## src/rtl/fifo_arb_pkg.sv

```systemverilog
// fifo_arb_pkg: shared types and width helpers for the packet round-robin
// arbiter that fronts a fifo's write side.
//   arb_state_e  : arbiter FSM states (IDLE between packets, LOCK while a
//                  producer owns the fifo)
//   id_width()   : bits needed for a requester index (at least 1)
//   cnt_width()  : bits needed for a beat counter that reaches max_beats-1
package fifo_arb_pkg;

    typedef enum logic {
        IDLE = 1'b0,
        LOCK = 1'b1
    } arb_state_e;

    function automatic int id_width(input int num_req);
        return (num_req > 1) ? $clog2(num_req) : 1;
    endfunction

    // Sized for max_beats+1 so max_beats==1 still yields a 1-bit counter.
    function automatic int cnt_width(input int max_beats);
        return $clog2(max_beats + 1);
    endfunction

endpackage

```

## src/rtl/fifo_rr_arbiter_rr_pick.sv

```systemverilog
// rr_pick: combinational round-robin selector.
//   req_i  : request vector, one bit per requester
//   ptr_i  : index of the most recent winner (lowest priority this round)
//   pick_o : first requesting index scanning upward from ptr_i+1, wrapping
//   any_o  : at least one request present (pick_o is valid)
module rr_pick
    import fifo_arb_pkg::*;
#(
    parameter int NUM_REQ = 4,
    parameter int IDW     = id_width(NUM_REQ)
) (
    input  logic [NUM_REQ-1:0] req_i,
    input  logic [IDW-1:0]     ptr_i,
    output logic [IDW-1:0]     pick_o,
    output logic               any_o
);

    always_comb begin
        int idx;
        idx    = 0;
        pick_o = '0;
        any_o  = 1'b0;
        // k runs 1..NUM_REQ so the previous winner is examined last.
        for (int k = 1; k <= NUM_REQ; k++) begin
            idx = int'(ptr_i) + k;
            if (idx >= NUM_REQ) idx = idx - NUM_REQ;
            if (!any_o && req_i[idx]) begin
                any_o  = 1'b1;
                pick_o = IDW'(idx);
            end
        end
    end

endmodule

```

## src/rtl/fifo_rr_arbiter.sv

```systemverilog
// fifo_rr_arbiter: shares one fifo write port among num_req_p packet
// producers. A producer is granted round-robin per packet and keeps the fifo
// until its last beat (or the max_beats_p-th beat) is accepted.
//   clk_i, reset_i : clock, synchronous active-high reset
//   valid_i/data_i/last_i/ready_o : per-requester beat handshake
//   valid_o/data_o/last_o/ready_i : towards the fifo write side
//   grant_id_o : current / most recent owner
//   busy_o     : a packet is in progress (LOCK)
//   trunc_o    : sticky, some packet was force-ended at max_beats_p
module fifo_rr_arbiter
    import fifo_arb_pkg::*;
#(
    parameter int width_p     = 8,
    parameter int num_req_p   = 4,
    parameter int max_beats_p = 16
) (
    input  logic                           clk_i,
    input  logic                           reset_i,
    input  logic [num_req_p-1:0]           valid_i,
    input  logic [num_req_p*width_p-1:0]   data_i,
    input  logic [num_req_p-1:0]           last_i,
    output logic [num_req_p-1:0]           ready_o,
    output logic                           valid_o,
    output logic [width_p-1:0]             data_o,
    output logic                           last_o,
    input  logic                           ready_i,
    output logic [$clog2(num_req_p)-1:0]   grant_id_o,
    output logic                           busy_o,
    output logic                           trunc_o
);

    localparam int IdW  = id_width(num_req_p);
    localparam int CntW = cnt_width(max_beats_p);
    localparam logic [CntW-1:0] LastCnt = CntW'(max_beats_p - 1);

    arb_state_e     state_q, state_d;
    logic [IdW-1:0] gnt_q, gnt_d;
    logic [IdW-1:0] ptr_q, ptr_d;
    logic [CntW-1:0] cnt_q, cnt_d;
    logic           trunc_q, trunc_d;

    logic [width_p-1:0] beat_data [num_req_p];
    for (genvar r = 0; r < num_req_p; r++) begin : g_unpack
        assign beat_data[r] = data_i[r*width_p +: width_p];
    end

    logic [IdW-1:0] pick;
    logic           any_req;

    rr_pick #(
        .NUM_REQ (num_req_p),
        .IDW     (IdW)
    ) u_pick (
        .req_i  (valid_i),
        .ptr_i  (ptr_q),
        .pick_o (pick),
        .any_o  (any_req)
    );

    logic sel_valid, sel_last, at_max, pkt_end, beat_acc;
    assign sel_valid = valid_i[gnt_q];
    assign sel_last  = last_i[gnt_q];
    assign at_max    = (cnt_q == LastCnt);
    // The beat at the length cap ends the packet whether or not it is flagged.
    assign pkt_end   = sel_last | at_max;
    assign beat_acc  = (state_q == LOCK) & sel_valid & ready_i;

    // State register
    always_ff @(posedge clk_i) begin
        if (reset_i) begin
            state_q <= IDLE;
            gnt_q   <= '0;
            ptr_q   <= IdW'(num_req_p - 1);
            cnt_q   <= '0;
            trunc_q <= 1'b0;
        end else begin
            state_q <= state_d;
            gnt_q   <= gnt_d;
            ptr_q   <= ptr_d;
            cnt_q   <= cnt_d;
            trunc_q <= trunc_d;
        end
    end

    // Next-state logic
    always_comb begin
        state_d = state_q;
        gnt_d   = gnt_q;
        ptr_d   = ptr_q;
        cnt_d   = cnt_q;
        trunc_d = trunc_q;
        case (state_q)
            IDLE: begin
                if (any_req) begin
                    state_d = LOCK;
                    gnt_d   = pick;
                    ptr_d   = pick;
                    cnt_d   = '0;
                end
            end
            LOCK: begin
                if (beat_acc) begin
                    if (pkt_end) begin
                        state_d = IDLE;
                        cnt_d   = '0;
                        if (at_max && !sel_last) trunc_d = 1'b1;
                    end else begin
                        cnt_d = cnt_q + CntW'(1);
                    end
                end
            end
            default: state_d = IDLE;
        endcase
    end

    // Output logic: data path is a pure mux on the registered grant.
    always_comb begin
        valid_o = 1'b0;
        last_o  = 1'b0;
        ready_o = '0;
        data_o  = beat_data[gnt_q];
        if (state_q == LOCK) begin
            valid_o        = sel_valid;
            last_o         = pkt_end;
            ready_o[gnt_q] = ready_i;
        end
    end

    assign grant_id_o = gnt_q;
    assign busy_o     = (state_q == LOCK);
    assign trunc_o    = trunc_q;

endmodule

```

## config.mk

```make
export PLATFORM = sky130hd
export DESIGN_NAME = fifo_rr_arbiter
export DESIGN_NICKNAME = d
export VERILOG_FILES = /design/src/rtl/fifo_arb_pkg.sv /design/src/rtl/fifo_rr_arbiter_rr_pick.sv /design/src/rtl/fifo_rr_arbiter.sv
export SDC_FILE = /design/constraint.sdc
export NUM_CORES = 1
export LEC_CHECK = 0
export BUFFER_PORTS_ARGS = -buffer_cell sky130_fd_sc_hd__buf_2
export CAP_MARGIN = 10
export CORE_UTILIZATION = 25
export CTS_CLUSTER_SIZE = 28
export DETAILED_ROUTE_END_ITERATION = 8
export PLACE_DENSITY = 0.64
export SETUP_SLACK_MARGIN = 0.2
export SYNTH_ARGS = -nofsm -noshare
export SYNTH_HDL_FRONTEND = slang
export SYNTH_SLANG_ARGS = --single-unit
```

## constraint.sdc

```tcl
create_clock -name clk_i -period 1.8 [get_ports clk_i]
set_input_delay 0.27 -clock clk_i [delete_from_list [all_inputs] [get_ports clk_i]]
set_output_delay 0.27 -clock clk_i [all_outputs]
set_load 0.02 [all_outputs]
```

======== After elaboration in Yosys (flattened, before gate mapping) ========
Index checks and enable logic that the tools add are counted.
operators by class
  order comparisons ....................... 11
  mux-type cells .......................... 44
  multipliers ............................. 0
  shift operators ......................... 0
  divide/modulo/power cells ............... 0
  eq/ne operators ......................... 3
  bitwise operators ....................... 6
  reductions and logical operators ........ 12
  add/subtract/negate cells ............... 9
operators with widths
  cell                                                         count
  >= comparator 32 x 4 -> 1 bit, second input constant         4
  less-than comparator 32 x 4 -> 1 bit, second input constant  4
  2-to-1 mux 32 bit                                            4
  subtractor 32 x 4 -> 32 bit, second input constant           4
  2-to-1 mux 1 bit                                             20
  binary-select mux 8 bit (select 2 bit)                       1
  2-to-1 mux 8 bit                                             2
  2-to-1 mux 5 bit                                             3
  binary-select mux 1 bit (select 2 bit)                       6
  case mux 5 bit (2 select lines)                              1
  2-to-1 mux 2 bit                                             4
  adder 2 x 2 -> 3 bit, second input constant                  2
  adder 5 x 1 -> 5 bit, second input constant                  1
  equality test 5 x 4 -> 1 bit, second input constant          1
  logical AND 1 bit                                            5
  adder 2 x 3 -> 4 bit, second input constant                  1
  AND 4 bit                                                    1
  logical NOT 1 bit                                            4
  2-to-1 mux 4 bit                                             1
  AND reduction 2 bit                                          2
  AND reduction 4 bit                                          1
  adder 2 x 1 -> 3 bit, second input constant                  1
  >= comparator 3 bit, second input constant                   1
  less-than comparator 2 x 3 -> 1 bit, second input constant   1
  other kinds (9)                                              10
storage, ports and cells
  bits in writable memories ............... 0
  latch bits .............................. 0
  memories ................................ 0
  bits in registers ....................... 11
  word-level logic and storage cells ...... 90
  input bits .............................. 43
  bits in read-only memories .............. 0
  output and inout port bits .............. 18

======== Depth between registers and ports, before layout ========
Gate-level depths: netlist (run 1).
  word-level depth ........................ 18
  mapped depth ............................ 7
  gate-level depth less buffers ........... 7

======== Hierarchy ========
Synthesis (run 1) repeated with hierarchy kept, for this count alone.
unflattened totals
  cells, all modules ...................... 93
  area total of the unflattened synthesis .. 880.8 um^2
by module, submodules not included
  module           cells an instance  sequential area each (um^2)  area an instance (um^2)  times used
  fifo_rr_arbiter  79                 220.2                        789.5                    1
  rr_pick          14                 0.0                          91.3                     1

======== Least setup slack after synthesis (run 1) ========
Ideal clock, no wire load.
  path type ............................... reg-to-output
  start ................................... register gnt_q[0], in the netlist grant_id_o[0]
  end ..................................... output data_o[0]
  cell stages (with the launch flop) ...... 4
  data required time ...................... 1.530 ns
  data arrival time ....................... 1.605 ns
  setup slack ............................. -0.075 ns
  path through ............................ dfxtp_1 -> buf_6 -> clkbuf_1 -> mux4_2
between the ends
  longest elaborated chain between the ends .. 4
ends and longest elaborated chain
  item                                                  line                    source
  start: declaration                                    fifo_rr_arbiter.sv:37   logic [IdW-1:0] gnt_q, gnt_d;
  start signal: assignment                              fifo_rr_arbiter.sv:78   gnt_q <= gnt_d;
  NOT 2 -> 3 bit (not written as such)                  fifo_rr_arbiter.sv:121  data_o = beat_data[gnt_q];
  binary-select mux 8 bit (select 2 bit)                fifo_rr_arbiter.sv:121
  2-to-1 mux 8 bit (not written as such) (2 in series)  fifo_rr_arbiter.sv:121
  end: declaration                                      fifo_rr_arbiter.sv:24   output logic [width_p-1:0] data_o,
Every way passes these cells. The select of a mux whose other input is x is not followed.

======== Final worst setup path (run 1) ========
  start ................................... register gnt_q[0], in the netlist grant_id_o[0]
  end ..................................... register cnt_q[4]
between the ends
  longest elaborated chain between the ends .. 6
  elaborated cells between the ends (all ways) .. 12
  classes of those cells .................. 1 x eq/ne; 7 x mux; 3 x bitwise; 1 x reduce/logical
ends and longest elaborated chain
  item                                                                           line                                           source
  binary-select mux 1 bit (select 2 bit) (on tied branches)                      fifo_rr_arbiter.sv:62, fifo_rr_arbiter.sv:61
  2-to-1 mux 1 bit (on tied branches)                                            fifo_rr_arbiter.sv:62, fifo_rr_arbiter.sv:61
  bitwise OR 1 bit / AND 1 bit (equally long branches)                           fifo_rr_arbiter.sv:65, fifo_rr_arbiter.sv:66
  2-to-1 mux 5 bit / AND 1 bit (equally long branches)                           fifo_rr_arbiter.sv:103, fifo_rr_arbiter.sv:66
  2-to-1 mux 5 bit / inequality test 2 x 1 -> 1 bit (equally long branches)      --
  case mux 5 bit (2 select lines) / AND reduction 2 bit (equally long branches)  --
  end signal: assignment                                                         fifo_rr_arbiter.sv:80                          cnt_q <= cnt_d;
  end: declaration                                                               fifo_rr_arbiter.sv:39                          logic [CntW-1:0] cnt_q, cnt_d;
Several ways; a longest one is shown, not always the timed one. The select of a mux whose other input is x is not followed.
A chain may end at the register's enable or synchronous reset.

==> results.py, run 1 <==
metrics = {
    "power_and_ir_drop": {
        "ir_drop_uv": 201,
        "leakage_uw": 0.000612,
        "power.internal_uw": 560,
        "power_frac_comb_pct": 47.7,
        "switching_power_uw": 313,
        "switching_share_pct": 35.8,
        "finalPower_uw": 873,
        "seqPwrFrac_pct": 32.0,
        "power_frac_clock_pct": 20.4,
        "power_per_cell_area_nw_per_um2": 629,
    },
    "sta": {
        "max_freq_mhz": 559,
        "maxSlewHeadroom_pct": 77.2,
        "fin_skew_ps": 2.03,
        "hold_viol_final": 0,
        "setup_viol": 0,
        "tightest_slew_ps": 342,
        "grt_setup_unrepaired": "yes",
        "post-route-period-util_pct": 99.3,
        "min_period_ps": 1790,
        "report.final.slew_viol_count": 0,
    },
    "synthesis": {
        "synthesis.instances": 92,
        "synth.yosys.warnings": 0,
        "synth.net_count": 137,
        "ys_top_cells_by_area": "dfxtp_1 (25%), mux4_2 (18%), mux4_1 (9.1%)",
        "netlist_area_um2": 871,
        "ys_ff_latch": 11,
        "ys.flop_type": "dfxtp_1",
        "synth.avg_cell_area_um2": 9.47,
        "synth_top_area_cell": "dfxtp_1",
        "synth.most_common_cell": "dfxtp_1",
        "synth_enable_flop_cells": 0,
        "async_reset_ff_share_pct": 0,
        "ys_seq_area_share_pct": 25.3,
        "netlist_top_cells_count": "dfxtp_1 (11), nand2_1 (9), a21oi_1 (8), inv_1 (8), mux4_2 (7)",
        "yosysUniqueCellTypes": 31,
        "synth_top_area_share_pct": 25.3,
    },
    "global_routing": {
        "grt_max_degree": 14,
        "globalRouteOverflowTotal": 0,
        "grt_use_total_pct": 14.8,
        "antenna_found_initial": 0,
        "grt_pass1_wl_um": 3910,
        "grt_pass1_vias": 893,
    },
    "cts": {
        "numCtsBuffers": 3,
        "htreeDepth": 1,
        "clk_latency_ps": 280,
        "cts_root_buffer": "clkbuf_4",
        "cts_sinks": 11,
        "cts_max_path_buffers": 2,
        "tritoncts": "done",
        "hold_buffers": 0,
        "clk_pin_slew_ps": 70,
    },
    "placed_design": {
        "placed_area_um2": 1240,
        "gp_congestion": 0.800,
        "dpl.hpwl_um": 2110,
        "io_buffers": 60,
    },
    "final_layout": {
        "drive_above_1_share_pct": 59.7,
        "final_area_um2": 1390,
        "n_antenna_cell": 0,
        "fin_nets": 205,
        "area_growth_pct": 59.3,
    },
    "status": {
        "status": "finished clean",
    },
    "floorplanning": {
        "die_area_um2": 3720,
        "ioPinCount": 61,
        "row_count": 21,
        "die_w_um": 61.0,
        "die_h_um": 61.0,
        "core_um2": 3340,
        "start_util_pct": 26.1,
    },
    "route": {
        "drt_iter0_drc": 31,
        "post-route-drc-count": 0,
        "routed_wl_um": 2700,
        "vias": 988,
        "firstDrtPassIters": 4,
        "final_antenna_net_count": 0,
        "wl_per_cell_um": 13.2,
        "viasPerCell": 4.82,
    },
    "critical_path": {
        "startpoint": "grant_id_o[0]",
        "crit_arrival_ps": 2010,
        "start_kind": "flip-flop",
        "cp.required_ps": 2020,
        "end_kind": "flip-flop",
        "path_class": "flip-flop to flip-flop",
        "crit_path_max_fanout": 3,
        "reg2reg_from": "grant_id_o[0]",
    },
    "min_path": {
        "hold_class": "primary input to flip-flop",
        "worstHoldStart": "reset_i",
    },
    "job": {
        "cap_violations": 0,
    },
}
[final timing paths]
kind	end	slack, ps	cells past startpoint
worst min register to register	cnt_q[4]	470	2
worst max register to register	cnt_q[4]	10	5
worst min-delay path	cnt_q[1]	290	2
worst max-delay path	cnt_q[4]	10	5
[repair_timing]
action,CTS,global route
hold endpoints to repair,0,0
buffers inserted,5,0
resized for setup,8,23
pin swaps,1,2
setup endpoints to repair,14,21
[metrics by stage]
step	hold slack, ps	instances	util [%]	setup TNS (ps)	worst slack [ps]
6_report	285	205	41.6	0	12.0
5_1_grt	297	205	41.6	-250	-57.5
4_1_cts	284	205	39.6	0	1.66
3_5_place_dp	453	196	37.0	0	112
3_3_place_gp	441	196	37.0	0	104
2_1_floorplan	432	92	-	0	44.8
[layout make-up]
type	instances	area, um2
clock buffers	4	26.3
fillers	330	1950
inverters	8	30.0
multi-input cells	68	624
flip-flops and latches	11	231
well taps	46	57.6
repair buffers	68	418
[worst max-delay path, stage by stage (launching register included)]
cell     delay, ps
dfxtp_4        370
mux4_2         540
buf_4          170
nor3_4         130
or3b_1         380
a21oi_2        140
[metal layers]
layer	vias up	global-route usage, %	share of wire (%)
met2	51	29.5	52
li1	485	-	-
met4	0	6.82	1.7
met1	448	14.9	38
met3	4	1.89	8.3
met5	-	0	0
[cells by family after synthesis]
kind of cell	Yosys count	share of synthesized area, %
and+or+nand+nor	36	22.8
AOI/OAI and AO/OA	19	14.1
buffers and inverters	13	6.61
muxes	11	28.3
DFF	11	25.3
adders and majority gates	2	2.87
[flip-flops by register name, summed over array words and instances, names as in the netlist]
| signal | cells |
|---|---|
| trunc_o | 1 |
| ptr_q | 2 |
| busy_o | 1 |
| grant_id_o | 2 |
| cnt_q | 5 |
[power by group through the flow]
stage	clock network (uW)	logic, uW	registers (uW)
6_report	178	416	279
5_1_grt	194	453	283
4_1_cts	184	379	278
3_5_place_dp	0	348	283
3_3_place_gp	0	347	283
2_1_floorplan	0	229	287
[layout by cell type (no fill, tap or decap), drive strengths merged, types with 2 or more instances in the layout]
cell    netlist  layout
a21oi         8       8
and2          4       4
buf           2      68
clkbuf        3       4
dfxtp        11      11
ha            2       2
inv           8       8
mux4         10      10
nand2         9       9
nand3         2       2
nor2          6       6
nor3          5       5
nor3b         2       2
o21ai         3       3
o32ai         3       3
or3b          2       2
Note: power is estimated with default switching activity, not from simulation.
==> run 2, diff against run 1 <==
==> constraint.sdc (replaced) <==
create_clock -name clk_i -period 1.6 [get_ports clk_i]
set_input_delay 0.24 -clock clk_i [delete_from_list [all_inputs] [get_ports clk_i]]
set_output_delay 0.24 -clock clk_i [all_outputs]
set_load 0.02 [all_outputs]
==> run 2 against run 1 <==
Net effect:
- final area increased by 15%
- largest power group unchanged
- critical path type unchanged
- cell count up 7.3%
- first-iteration DRC count up 61%
- the flow now finishes with violations (negative setup slack)
- clock skew increased by 1.9 ps
- die area did not move
- clock power is 12% higher
- combinational power is 40% higher
==> results.py, run 2 (synthesis gave the netlist of run 1 again) <==
metrics = {
    "critical_path": {
        "end_kind": "flip-flop",
        "startpoint": "grant_id_o[0]",
        "start_kind": "flip-flop",
        "r2r_slack_ps": -190,
        "crit_path_max_fanout": 3,
        "reg2reg_from": "grant_id_o[0]",
        "rr_worst_depth": 5,
        "cpPeakStageDelay_ps": 550,
        "path_cells": "mux4_2 -> buf_6 -> nor3_4 -> or3b_1 -> a21oi_2",
        "cp.required_ps": 1820,
        "critical-path-top-delay-family": "multiplexers",
        "crit_buf_inv": 1,
        "crit_slowest_cell": "mux4_2",
        "crit_arrival_ps": 2010,
        "timing.rr.end": "cnt_q[4]",
        "path_class": "flip-flop to flip-flop",
    },
    "floorplanning": {
        "start_util_pct": 26.1,
        "die_w_um": 61.0,
        "row_count": 21,
        "ioPinCount": 61,
        "die_h_um": 61.0,
        "die_area_um2": 3720,
        "core_um2": 3340,
    },
    "min_path": {
        "hold_end": "trunc_o",
        "holdPathStages": 2,
        "worstHoldStart": "reset_i",
        "hold_class": "primary input to flip-flop",
    },
    "final_layout": {
        "ff_latch_area_um2": 229,
        "n_antenna_cell": 0,
        "top_register": "cnt_q",
        "final_cell_mix": "buf_2 (49), buf_4 (18), buf_6 (12)",
        "layout_commonest_cell": "buf_2",
        "drive_above_1_share_pct": 66.1,
        "n_fill_cell": 304,
        "multi_input_area_um2": 656,
        "largest_register_ffs": 5,
        "area_growth_pct": 83.6,
        "fin_nets": 220,
    },
    "route": {
        "firstDrtPassIters": 4,
        "drt_iter0_drc": 50,
        "routed_wl_um": 3200,
        "vias": 1070,
        "final_antenna_net_count": 0,
        "post-route-drc-count": 0,
        "wl_per_cell_um": 14.5,
        "viasPerCell": 4.86,
    },
    "power_and_ir_drop": {
        "leakage_uw": 0.000705,
        "finalPower_uw": 1090,
        "power_per_cell_area_nw_per_um2": 683,
        "ir_drop_uv": 353,
    },
    "cts": {
        "clk_latency_ps": 280,
        "cts_max_path_buffers": 2,
        "cts_sinks": 11,
        "numCtsBuffers": 3,
        "tritoncts": "done",
        "clk_pin_slew_ps": 70,
        "cts_root_buffer": "clkbuf_4",
        "htreeDepth": 1,
    },
    "sta": {
        "maxSlewHeadroom_pct": 80.4,
        "hold_slack_ps": 273,
        "min_period_ps": 1790,
        "tightest_slew_ps": 294,
        "max_freq_mhz": 558,
        "report.final.slew_viol_count": 0,
        "post-route-period-util_pct": 112,
        "fin_tns_setup_ps": -1900,
        "fin_skew_ps": 3.91,
        "layout_setup_ws_ps": -193,
        "hold_viol_final": 0,
        "grt_setup_unrepaired": "yes",
        "setup_viol": 14,
    },
    "placed_design": {
        "gp_congestion": 0.868,
        "dpl.hpwl_um": 2190,
        "io_buffers": 60,
    },
    "job": {
        "cap_violations": 0,
    },
    "global_routing": {
        "grt_max_degree": 15,
        "antenna_found_initial": 0,
        "globalRouteOverflowTotal": 0,
        "grt_pass1_wl_um": 4300,
        "grt_pass1_vias": 1002,
        "grt_use_total_pct": 16.1,
    },
    "status": {
        "violations": "negative setup slack",
        "status": "complete, but fails checks",
    },
}
## run 2: cell count changes in the layout (fill, tap and decap cells not counted), sizes merged
cell    change
buf        +14
clkbuf      +1
## run 2: final cells by class
class                   count  share of cell area [%]
multi-input cells          68                    41.0
repair buffers             83                    37.6
flip-flops and latches     11                    14.3
well taps                  46                    3.60
inverters                   8                    1.88
clock buffers               4                    1.64
## run 2: how the worst max path moves through the flow
stage / end / depth (start not counted)
5_1_grt: cnt_q[4] / 5
6_report: cnt_q[4] / 5
3_3_place_gp: cnt_q[4] / 7
4_1_cts: cnt_q[0] / 5
2_1_floorplan: cnt_q[0] / 5
3_5_place_dp: cnt_q[2] / 5
## run 2: through the flow
step | instance area (um2) | util, % | setup WS (ps) | std cells
after global placement | 1310 | 39.4 | 1.13 | 206
after detailed placement | 1310 | 39.4 | -21.4 | 206
after floorplan | 892 | - | -155 | 92
final | 1600 | 47.9 | -193 | 220
after CTS | 1480 | 44.3 | -174 | 215
after global routing | 1600 | 47.9 | -246 | 220
## run 2: what timing repair did
| action | in CTS | in global routing |
|---|---|---|
| gates resized for setup | 29 | 18 |
| hold buffers | 0 | 0 |
| setup endpoints to repair | 20 | 22 |
| setup buffers | 5 | 4 |
| cloned | 0 | 1 |
| pin swaps | 2 | 4 |
## run 2: report_power, final
part	switching [uW]	internal (uW)	total [uW]
Clock	102	96.8	199
Combinational	262	320	582
Sequential	19.5	292	311
## run 2: worst register-to-register path: cells and delay by family (launching register included)
family,cells,cell delay [ps]
buffers and inverters,1,150
multiplexers,1,550
flip-flops,1,380
AND/OR/NAND/NOR,2,510
AO/OA/AOI/OAI,1,150
## run 2: routing by layer
layer  track usage, %  up-vias  part of all wire (%)  wire length [um]
met1             16.0      496                    37              1190
li1                 -      513                     -                 -
met4             4.87        0                   2.7                87
met2             32.9       52                    54              1730
met3             3.15        9                   6.1               196
met5                0        -                     0                 0
